`src/rtl/text_cursor_writer.sv`:
```
// Cursor tracking and write issue between the character FIFO and the text buffer.
// Decodes printable characters and CR/LF/BS/FF, and paces single-cycle writes on buffer_busy.
module text_cursor_writer #(
  parameter int         COLS  = 80,
  parameter int         ROWS  = 30,
  parameter logic [6:0] BLANK = 7'h20
) (
  input  logic       clk,
  input  logic       reset,
  input  logic       char_valid,
  input  logic [6:0] char_data,
  output logic       char_ready,
  input  logic       buffer_busy,
  output logic       write_enable,
  output logic [6:0] write_x,
  output logic [4:0] write_y,
  output logic [6:0] write_data,
  output logic [6:0] cursor_x,
  output logic [4:0] cursor_y,
  output logic       clearing
);

  localparam logic [2:0] S_IDLE         = 3'd0;
  localparam logic [2:0] S_DECODE       = 3'd1;
  localparam logic [2:0] S_ISSUE        = 3'd2;
  localparam logic [2:0] S_GAP          = 3'd3;
  localparam logic [2:0] S_CLEAR_ROW    = 3'd4;
  localparam logic [2:0] S_CLEAR_SCREEN = 3'd5;

  localparam logic [6:0]  X_MAX         = 7'(COLS - 1);
  localparam logic [4:0]  Y_MAX         = 5'(ROWS - 1);
  localparam logic [11:0] ROW_WRITES    = 12'(COLS);
  localparam logic [11:0] SCREEN_WRITES = 12'(COLS * ROWS);

  localparam logic [1:0] CLR_NONE   = 2'd0;
  localparam logic [1:0] CLR_ROW    = 2'd1;
  localparam logic [1:0] CLR_SCREEN = 2'd2;

  logic [2:0]  state;
  logic [6:0]  char_q;
  logic [6:0]  next_x;
  logic [4:0]  next_y;
  logic        row_after;
  logic [11:0] clr_cnt;
  logic [1:0]  clear_mode;
  logic        issuing;
  logic        clr_done;

  function automatic logic [4:0] row_inc(input logic [4:0] y);
    return (y == Y_MAX) ? 5'd0 : y + 5'd1;
  endfunction

  // Strobe, ready and clear-status decode; ready is forced low while reset is held.
  always_comb begin
    issuing      = (state == S_ISSUE) || (state == S_CLEAR_ROW) || (state == S_CLEAR_SCREEN);
    write_enable = issuing && !buffer_busy;
    char_ready   = (state == S_IDLE) && !reset;
    clearing     = (clear_mode != CLR_NONE);
    if (clear_mode == CLR_SCREEN) begin
      clr_done = (clr_cnt == SCREEN_WRITES);
    end else begin
      clr_done = (clr_cnt == ROW_WRITES);
    end
  end

  // Control FSM, cursor and registered write command.
  always_ff @(posedge clk or posedge reset) begin
    if (reset) begin
      state      <= S_IDLE;
      char_q     <= 7'd0;
      next_x     <= 7'd0;
      next_y     <= 5'd0;
      row_after  <= 1'b0;
      clr_cnt    <= 12'd0;
      clear_mode <= CLR_NONE;
      write_x    <= 7'd0;
      write_y    <= 5'd0;
      write_data <= 7'd0;
      cursor_x   <= 7'd0;
      cursor_y   <= 5'd0;
    end else begin
      case (state)
        S_IDLE: begin
          if (char_valid) begin
            char_q <= char_data;
            state  <= S_DECODE;
          end
        end
        S_DECODE: begin
          if (char_q >= 7'h20 && char_q != 7'h7F) begin
            write_x    <= cursor_x;
            write_y    <= cursor_y;
            write_data <= char_q;
            if (cursor_x == X_MAX) begin
              next_x    <= 7'd0;
              next_y    <= row_inc(cursor_y);
              row_after <= 1'b1;
            end else begin
              next_x    <= cursor_x + 7'd1;
              next_y    <= cursor_y;
              row_after <= 1'b0;
            end
            state <= S_ISSUE;
          end else begin
            case (char_q)
              7'h0D: begin
                cursor_x <= 7'd0;
                state    <= S_IDLE;
              end
              7'h0A: begin
                cursor_y   <= row_inc(cursor_y);
                write_x    <= 7'd0;
                write_y    <= row_inc(cursor_y);
                write_data <= BLANK;
                clr_cnt    <= 12'd0;
                clear_mode <= CLR_ROW;
                state      <= S_CLEAR_ROW;
              end
              7'h08: begin
                row_after <= 1'b0;
                if (cursor_x != 7'd0) begin
                  next_x     <= cursor_x - 7'd1;
                  next_y     <= cursor_y;
                  write_x    <= cursor_x - 7'd1;
                  write_y    <= cursor_y;
                  write_data <= BLANK;
                  state      <= S_ISSUE;
                end else if (cursor_y != 5'd0) begin
                  next_x     <= X_MAX;
                  next_y     <= cursor_y - 5'd1;
                  write_x    <= X_MAX;
                  write_y    <= cursor_y - 5'd1;
                  write_data <= BLANK;
                  state      <= S_ISSUE;
                end else begin
                  state <= S_IDLE;
                end
              end
              7'h0C: begin
                write_x    <= 7'd0;
                write_y    <= 5'd0;
                write_data <= BLANK;
                clr_cnt    <= 12'd0;
                clear_mode <= CLR_SCREEN;
                state      <= S_CLEAR_SCREEN;
              end
              default: state <= S_IDLE;
            endcase
          end
        end
        S_ISSUE: begin
          if (!buffer_busy) begin
            cursor_x <= next_x;
            cursor_y <= next_y;
            state    <= S_GAP;
          end
        end
        S_GAP: begin
          if (clear_mode == CLR_NONE) begin
            // A wrap from the last column blanks the row the cursor just landed on.
            if (row_after) begin
              row_after  <= 1'b0;
              write_x    <= 7'd0;
              write_y    <= cursor_y;
              write_data <= BLANK;
              clr_cnt    <= 12'd0;
              clear_mode <= CLR_ROW;
              state      <= S_CLEAR_ROW;
            end else begin
              state <= S_IDLE;
            end
          end else if (clr_done) begin
            clear_mode <= CLR_NONE;
            state      <= S_IDLE;
          end else begin
            if (clear_mode == CLR_SCREEN && write_x == X_MAX) begin
              write_x <= 7'd0;
              write_y <= write_y + 5'd1;
            end else begin
              write_x <= write_x + 7'd1;
            end
            state <= (clear_mode == CLR_SCREEN) ? S_CLEAR_SCREEN : S_CLEAR_ROW;
          end
        end
        S_CLEAR_ROW: begin
          if (!buffer_busy) begin
            clr_cnt <= clr_cnt + 12'd1;
            state   <= S_GAP;
          end
        end
        S_CLEAR_SCREEN: begin
          if (!buffer_busy) begin
            clr_cnt <= clr_cnt + 12'd1;
            state   <= S_GAP;
            if (clr_cnt == SCREEN_WRITES - 12'd1) begin
              cursor_x <= 7'd0;
              cursor_y <= 5'd0;
            end
          end
        end
        default: state <= S_IDLE;
      endcase
    end
  end

endmodule

```
`config.mk`:
```
export PLATFORM = sky130hd
export DESIGN_NAME = text_cursor_writer
export DESIGN_NICKNAME = d
export VERILOG_FILES = /design/src/rtl/text_cursor_writer.sv
export SDC_FILE = /design/constraint.sdc
export NUM_CORES = 1
export LEC_CHECK = 0
export CELL_PAD_IN_SITES_DETAIL_PLACEMENT = 1
export CELL_PAD_IN_SITES_GLOBAL_PLACEMENT = 1
export CORE_ASPECT_RATIO = 1.4
export CORE_MARGIN = 2
export CORE_UTILIZATION = 47
export CTS_BUF_LIST = sky130_fd_sc_hd__clkbuf_16
export DETAILED_ROUTE_END_ITERATION = 7
export GPL_ROUTABILITY_DRIVEN = 0
export PLACE_DENSITY_LB_ADDON = 0.1
export SYNTH_ARGS = -nofsm -noshare
export SYNTH_HDL_FRONTEND = slang
export SYNTH_SLANG_ARGS = --single-unit
```
`constraint.sdc`:
```
create_clock -name clk -period 6.4 [get_ports clk]
set_clock_uncertainty 0.2 [all_clocks]
set_input_delay 0.64 -clock clk [delete_from_list [all_inputs] [get_ports clk]]
set_output_delay 0.64 -clock clk [all_outputs]
set_load 0.01 [all_outputs]
```
==> flow_summary.json, run 1 <==
{
  "r2r_slack_ps": 3160,
  "dr.first_iter.drc_count": 211,
  "min_path_type": "flip-flop to flip-flop",
  "power.share.combinational_pct": 54.3,
  "synth_nets": 550,
  "relSlewSlack_pct": 27.88,
  "leakage_nw": 2.111,
  "synth-seq-cells": 68,
  "clockRootBuffer": "clkbuf_16",
  "syn_area_sq_um": 4433,
  "critical_path_class": "flip-flop to primary output",
  "antenna_left": 0,
  "htreeDepth": 3,
  "hold_viol": 0,
  "drv_cap": 0,
  "cts_tree": "yes",
  "grt.met1_usage_pct": 33.01,
  "rsz0062_at_grt": "no",
  "seqCellArea_sq_um": 1702,
  "cts_resized": 0,
  "seq_power_share_pct": 29.6,
  "p_switching_mw": 1.423,
  "io_buffer_count": 44,
  "fillers": 1087,
  "drive_above_1_share_pct": 7.843,
  "grt_pass1_vias": 4583,
  "fin_crit_sh_pct": 55.81,
  "grt_max_degree": 69,
  "yosys.cell_types.count": 58,
  "final_cells": 668,
  "wire_per_inst_um": 20.84,
  "initial_core_util_pct": 48.82,
  "peakVddDrop_uv": 252.9,
  "tightest_slew_ps": 1078,
  "die_w_um": 86.08,
  "dp.cells": 652,
  "rr_worst_depth": 6,
  "rows": 41,
  "busiest_layer": "met2",
  "r2r-end": "next_x[6]$_DFFE_PP0P_",
  "arrival_ps": 2730,
  "cts_made_buffers": 9,
  "outcome": "complete, no violations",
  "drc": 0,
  "grt_use_total_pct": 28.45,
  "synth_edf_count": 0,
  "placed_area_sq_um": 4905,
  "worstPathRequired_ps": 5560,
  "core_sq_um": 9080,
  "p_int_mw": 1.591,
  "clock-sinks": 68,
  "fin_area_sq_um": 5190,
  "ys_seq_area_share_pct": 38.39,
  "first_pass_iters": 4,
  "finalSetupViolCount": 0,
  "grt_pass1_wl_mm": 23.23,
  "met2_usage_pct": 52.28,
  "end_kind": "primary output",
  "power_density_nw_per_um2": 580.9,
  "fin_total_pwr_mw": 3.015,
  "overflow": 0,
  "async_flop_share_pct": 100.0,
  "yosys_warnings": 0,
  "fmax_mhz": 280.0,
  "clk_pin_slew_ps": 60,
  "netSwitchingFraction_pct": 47.21,
  "startpoint": "state[1]$_DFFE_PP0P_",
  "fin_nets": 577,
  "holdBufCountCts": 0,
  "diodes": 0,
  "r2r-start": "char_q[0]$_DFFE_PP0P_",
  "die_area_sq_um": 10240,
  "drv_slew": 0,
  "dr_total_vias": 4266,
  "multiInputGateArea_sq_um": 2524,
  "clk_path_buf_depth": 2,
  "endpoint": "write_enable",
  "fin_setup_tns_ps": 0,
  "cp_max_fo": 17,
  "clkLatencyLatePin_ps": 340,
  "syn_avg_cell_area_sq_um": 8.380,
  "crit_path_start_kind": "flip-flop",
  "whs_ps": 277.7,
  "min_period_ps": 3572,
  "wl_mm": 13.92,
  "hpwl_mm": 9.936,
  "area_delta_synth_final_pct": 17.08,
  "boundaryPins": 45,
  "clockPowerShare_pct": 16.1,
  "post_cts_buffers": 0,
  "antenna_found_initial": 0,
  "synthFlopType": "dfrtp_1",
  "viasPerCell": 6.386,
  "dieHeight_um": 118.9,
  "use_met3_pct": 3.396,
  "netlist_instances": 529
}
-- power by group through the flow --
stage / clock network [mW] / logic, mW / registers (mW)
2_1_floorplan: 0 / 1.17 / 0.784
3_3_place_gp: 0 / 1.56 / 0.878
3_5_place_dp: 0 / 1.61 / 0.894
4_1_cts: 0.491 / 1.63 / 0.888
5_1_grt: 0.508 / 1.80 / 0.926
6_report: 0.484 / 1.64 / 0.894
-- state kept, by name, indices dropped and copies added, names as in the netlist --
| register | flops |
|---|---|
| char_q | 7 |
| write_data | 7 |
| clear_mode | 2 |
| row_after | 1 |
| cursor_x | 7 |
| write_x | 7 |
| clr_cnt | 12 |
| cursor_y | 5 |
| write_y | 5 |
| next_y | 5 |
| next_x | 7 |
| state | 3 |
-- per-layer routing --
metal,part of all wire (%),vias up
met3,3.4,25
met4,1.8,0
li1,-,1987
met1,40,2145
met2,55,109
met5,0,-
-- layout make-up --
type	instances	area share [%]
Timing Repair Buffer	48	9.065
Inverter	20	1.446
Multi-Input combinational cell	409	48.63
Tap cell	107	2.580
Clock buffer	9	4.339
Clock inverter	7	1.157
Sequential cell	68	32.79
-- cells in the final DEF (no fill, tap or decap), types with 12 or more instances in the layout --
master | synthesis | routed
nand3_1 | 16 | 16
a31oi_1 | 12 | 12
a21oi_1 | 32 | 32
inv_1 | 20 | 21
mux2i_1 | 13 | 13
clkdlybuf4s50_1 | 0 | 44
dfrtp_1 | 68 | 68
mux2_2 | 14 | 14
nor2_1 | 51 | 51
nand2_1 | 65 | 65
o21ai_0 | 51 | 51
-- per-stage QoR --
step	setup slack [ps]	util, %
6_report	2828	57.16
5_1_grt	2665	57.16
4_1_cts	2814	57.16
3_5_place_dp	3152	54.02
3_3_place_gp	3204	54.02
2_1_floorplan	3848	-
-- kinds of logic after synthesis --
family          Yosys count  synth area share (%)
fa+ha+maj                10                 2.822
buf+inv                  52                 4.685
compound gates          153                 21.71
simple gates            205                 23.14
flops                    68                 38.39
mux                      27                 6.492
xor+xnor                 14                 2.766
-- synth_stat cells (2+ instances only) --
cell type / count / area, sq um
a41oi_1: 3 / 26.28
a31oi_1: 12 / 75.07
a32o_1: 2 / 20.02
ha_1: 10 / 125.1
nand2_1: 65 / 244.0
nor3_1: 10 / 50.05
mux2i_1: 13 / 130.1
nand3_2: 2 / 20.02
and4_1: 2 / 17.52
o32ai_1: 2 / 17.52
nand3b_1: 4 / 30.03
nor4_1: 8 / 50.05
o21ai_1: 2 / 10.01
or4b_2: 4 / 40.04
a22o_1: 4 / 35.03
buf_2: 4 / 20.02
nor3b_1: 3 / 22.52
o211ai_1: 3 / 22.52
and3_1: 6 / 37.54
nand4_1: 7 / 43.79
nand2b_1: 7 / 43.79
nor3_2: 2 / 20.02
nand3_1: 16 / 80.08
mux2_2: 14 / 157.7
a221oi_1: 8 / 70.07
a21oi_1: 32 / 160.2
xor2_1: 3 / 26.28
nor2_1: 51 / 191.4
o221ai_1: 3 / 26.28
a21o_1: 2 / 15.01
o21a_1: 4 / 30.03
nor2b_1: 4 / 25.02
xnor2_1: 11 / 96.34
dfrtp_1: 68 / 1702
o31ai_1: 7 / 52.55
o21ai_0: 51 / 255.2
and2_1: 4 / 25.02
or3_1: 6 / 37.54
o41ai_1: 2 / 17.52
o22ai_1: 5 / 31.28
clkbuf_1: 26 / 97.59
inv_1: 20 / 75.07
a32oi_1: 2 / 17.52
-- critical path: stages (launching register included) --
cell,delay (ps)
dfrtp_1,650
nand2b_1,170
nor2_1,840
nor2_1,90
nor2_1,120
clkdlybuf4s50_1,540
-- worst min-delay path by stage --
stage | startpoint | end | slack [ps] | cells past startpoint
floorplan | next_x[0]$_DFFE_PP0P_ | next_x[0]$_DFFE_PP0P_ | 260 | 1
detailed placement | write_data[2]$_DFFE_PP0P_ | write_data[2]$_DFFE_PP0P_ | 270 | 2
global placement | write_data[5]$_DFFE_PP0P_ | write_data[5]$_DFFE_PP0P_ | 260 | 2
global route | next_x[0]$_DFFE_PP0P_ | next_x[0]$_DFFE_PP0P_ | 330 | 1
CTS | write_data[2]$_DFFE_PP0P_ | write_data[2]$_DFFE_PP0P_ | 280 | 2
finish | write_data[2]$_DFFE_PP0P_ | write_data[2]$_DFFE_PP0P_ | 280 | 2
Power figures use the tool's default switching activity.
==> inputs of run 2 (changes only) <==
Settings changed: CORE_UTILIZATION 47 to 39.
Clock period 6.4 ns to 3.1 ns, I/O delays scaled along.
==> flow_summary.json, run 2 (synthesis gave the netlist of run 1 again) <==
{
  "layout_commonest_cell": "dfrtp_1",
  "dieHeight_um": 130.1,
  "worstPathRequired_ps": 3120,
  "core_sq_um": 11220,
  "first_pass_iters": 4,
  "io_buffer_count": 44,
  "clkLatencyLatePin_ps": 340,
  "arrival_ps": 2700,
  "clockPowerShare_pct": 16.3,
  "seq_power_share_pct": 26.4,
  "finalSetupViolCount": 0,
  "drive_above_1_share_pct": 12.01,
  "fillers": 1337,
  "die_area_sq_um": 12250,
  "antenna_left": 0,
  "p_switching_mw": 3.012,
  "whs_ps": 232.4,
  "min_path_type": "input port to async pin",
  "area_delta_synth_final_pct": 22.58,
  "hold_viol": 0,
  "cp_max_fo": 14,
  "clk_pin_slew_ps": 60,
  "largest_reg_flops": 12,
  "final_cell_mix": "68 x dfrtp_1, 65 x nand2_1, 51 x o21ai_0, 51 x nor2_1, 44 x clkdlybuf4s50_1",
  "power.share.combinational_pct": 57.4,
  "fmax_mhz": 372.5,
  "clockRootBuffer": "clkbuf_16",
  "power_density_nw_per_um2": 1189,
  "holdBufCountCts": 0,
  "dr_total_vias": 4230,
  "cts_tree": "yes",
  "fin_nets": 599,
  "finalWorstSetupSlack_ps": 415.6,
  "leakage_nw": 2.220,
  "tightest_slew_ps": 684.7,
  "cts_made_buffers": 9,
  "drv_cap": 0,
  "drc": 0,
  "die_w_um": 94.11,
  "diodes": 0,
  "grt_pass1_wl_mm": 23.63,
  "min_period_ps": 2684,
  "rows": 46,
  "htreeDepth": 3,
  "cts_resized": 0,
  "critPathSlowestCell": "or4_4",
  "largest_register": "clr_cnt",
  "post_cts_buffers": 0,
  "multiInputGateArea_sq_um": 2527,
  "initial_core_util_pct": 39.50,
  "wire_per_inst_um": 19.77,
  "seqCellArea_sq_um": 1702,
  "drv_slew": 0,
  "critical_path.cell_chain": "or3_1 -> or4_4 -> o41a_1 -> nand3_2 -> o21ai_0",
  "boundaryPins": 45,
  "netSwitchingFraction_pct": 46.63,
  "end_kind": "flip-flop",
  "slowest_delay_ps": 560,
  "relSlewSlack_pct": 54.29,
  "outcome": "complete, no violations",
  "dr.first_iter.drc_count": 196,
  "overflow": 0,
  "dp_slack_ps": 236.7,
  "clock-sinks": 68,
  "fin_setup_tns_ps": 0,
  "wl_mm": 14.38,
  "critical_path_class": "flip-flop to flip-flop",
  "peakVddDrop_uv": 468.1,
  "grt_use_total_pct": 25.02,
  "clk_path_buf_depth": 2,
  "grt_max_degree": 41,
  "crit_path_start_kind": "flip-flop",
  "rsz0062_at_grt": "no",
  "fin_crit_sh_pct": 86.59,
  "grt_pass1_vias": 4430,
  "viasPerCell": 5.818,
  "antenna_found_initial": 0,
  "p_int_mw": 3.448,
  "hpwl_mm": 10.72
}
## run 2: changes by cell type in the layout (fill, tap and decap cells not counted)
cell and change:
buf_4 +21, a21oi_2 +1, clkinv_2 -1, buf_12 +1
clkinvlp_4 +2, inv_1 -2, a21oi_1 -1, inv_6 +1
clkinv_1 -1, clkinv_4 +1
## run 2: worst max-delay path: cells and delay by family, from the launching register on
kind | cells | cell delay (ps)
flip-flops | 1 | 440
AO/OA/AOI/OAI | 2 | 600
AND/OR/NAND/NOR | 3 | 1320
## run 2: worst paths after layout
kind,cells past startpoint,end,slack (ps),from
max in group asynchronous,3,write_x[2]$_DFFE_PP0P_,1800,reset
setup reg to reg,5,write_data[4]$_DFFE_PP0P_,420,char_q[0]$_DFFE_PP0P_
hold / removal,2,write_y[1]$_DFFE_PP0P_,230,reset
setup / recovery,5,write_data[4]$_DFFE_PP0P_,420,char_q[0]$_DFFE_PP0P_
hold reg to reg,2,write_data[1]$_DFFE_PP0P_,280,write_data[1]$_DFFE_PP0P_
min in group clk,2,write_data[1]$_DFFE_PP0P_,280,write_data[1]$_DFFE_PP0P_
## run 2: layer usage
| metal | track usage, % | part of all wire, % |
|---|---|---|
| met5 | 0 | 0 |
| met4 | 8.951 | 2.6 |
| met3 | 4.157 | 2.2 |
| met2 | 45.13 | 53 |
| met1 | 29.84 | 42 |
## run 2: cell type report
class / instances / share of cell area [%]
Sequential cell: 68 / 31.31
Multi-Input combinational cell: 409 / 46.51
Clock buffer: 9 / 4.145
Clock inverter: 7 / 1.405
Inverter: 20 / 1.382
Tap cell: 144 / 3.316
Timing Repair Buffer: 70 / 11.93
## run 2: power groups by stage
stage                     Sequential [mW]  Clock (mW)  Combinational [mW]
final                                1.70        1.05                3.71
after CTS                            1.70        1.07                3.71
after global routing                 1.77        1.11                4.11
after global placement               1.69           0                3.61
after detailed placement             1.72           0                3.68
after floorplan                      1.62           0                2.41
## run 2: through the flow
stage	utilization [%]	std cells	area [sq um]	total power, mW
6_report	48.42	727	5434	6.461
3_3_place_gp	45.70	711	5129	5.306
2_1_floorplan	-	529	4433	4.024
5_1_grt	48.42	727	5434	6.992
3_5_place_dp	45.70	711	5129	5.402
4_1_cts	48.38	727	5430	6.486
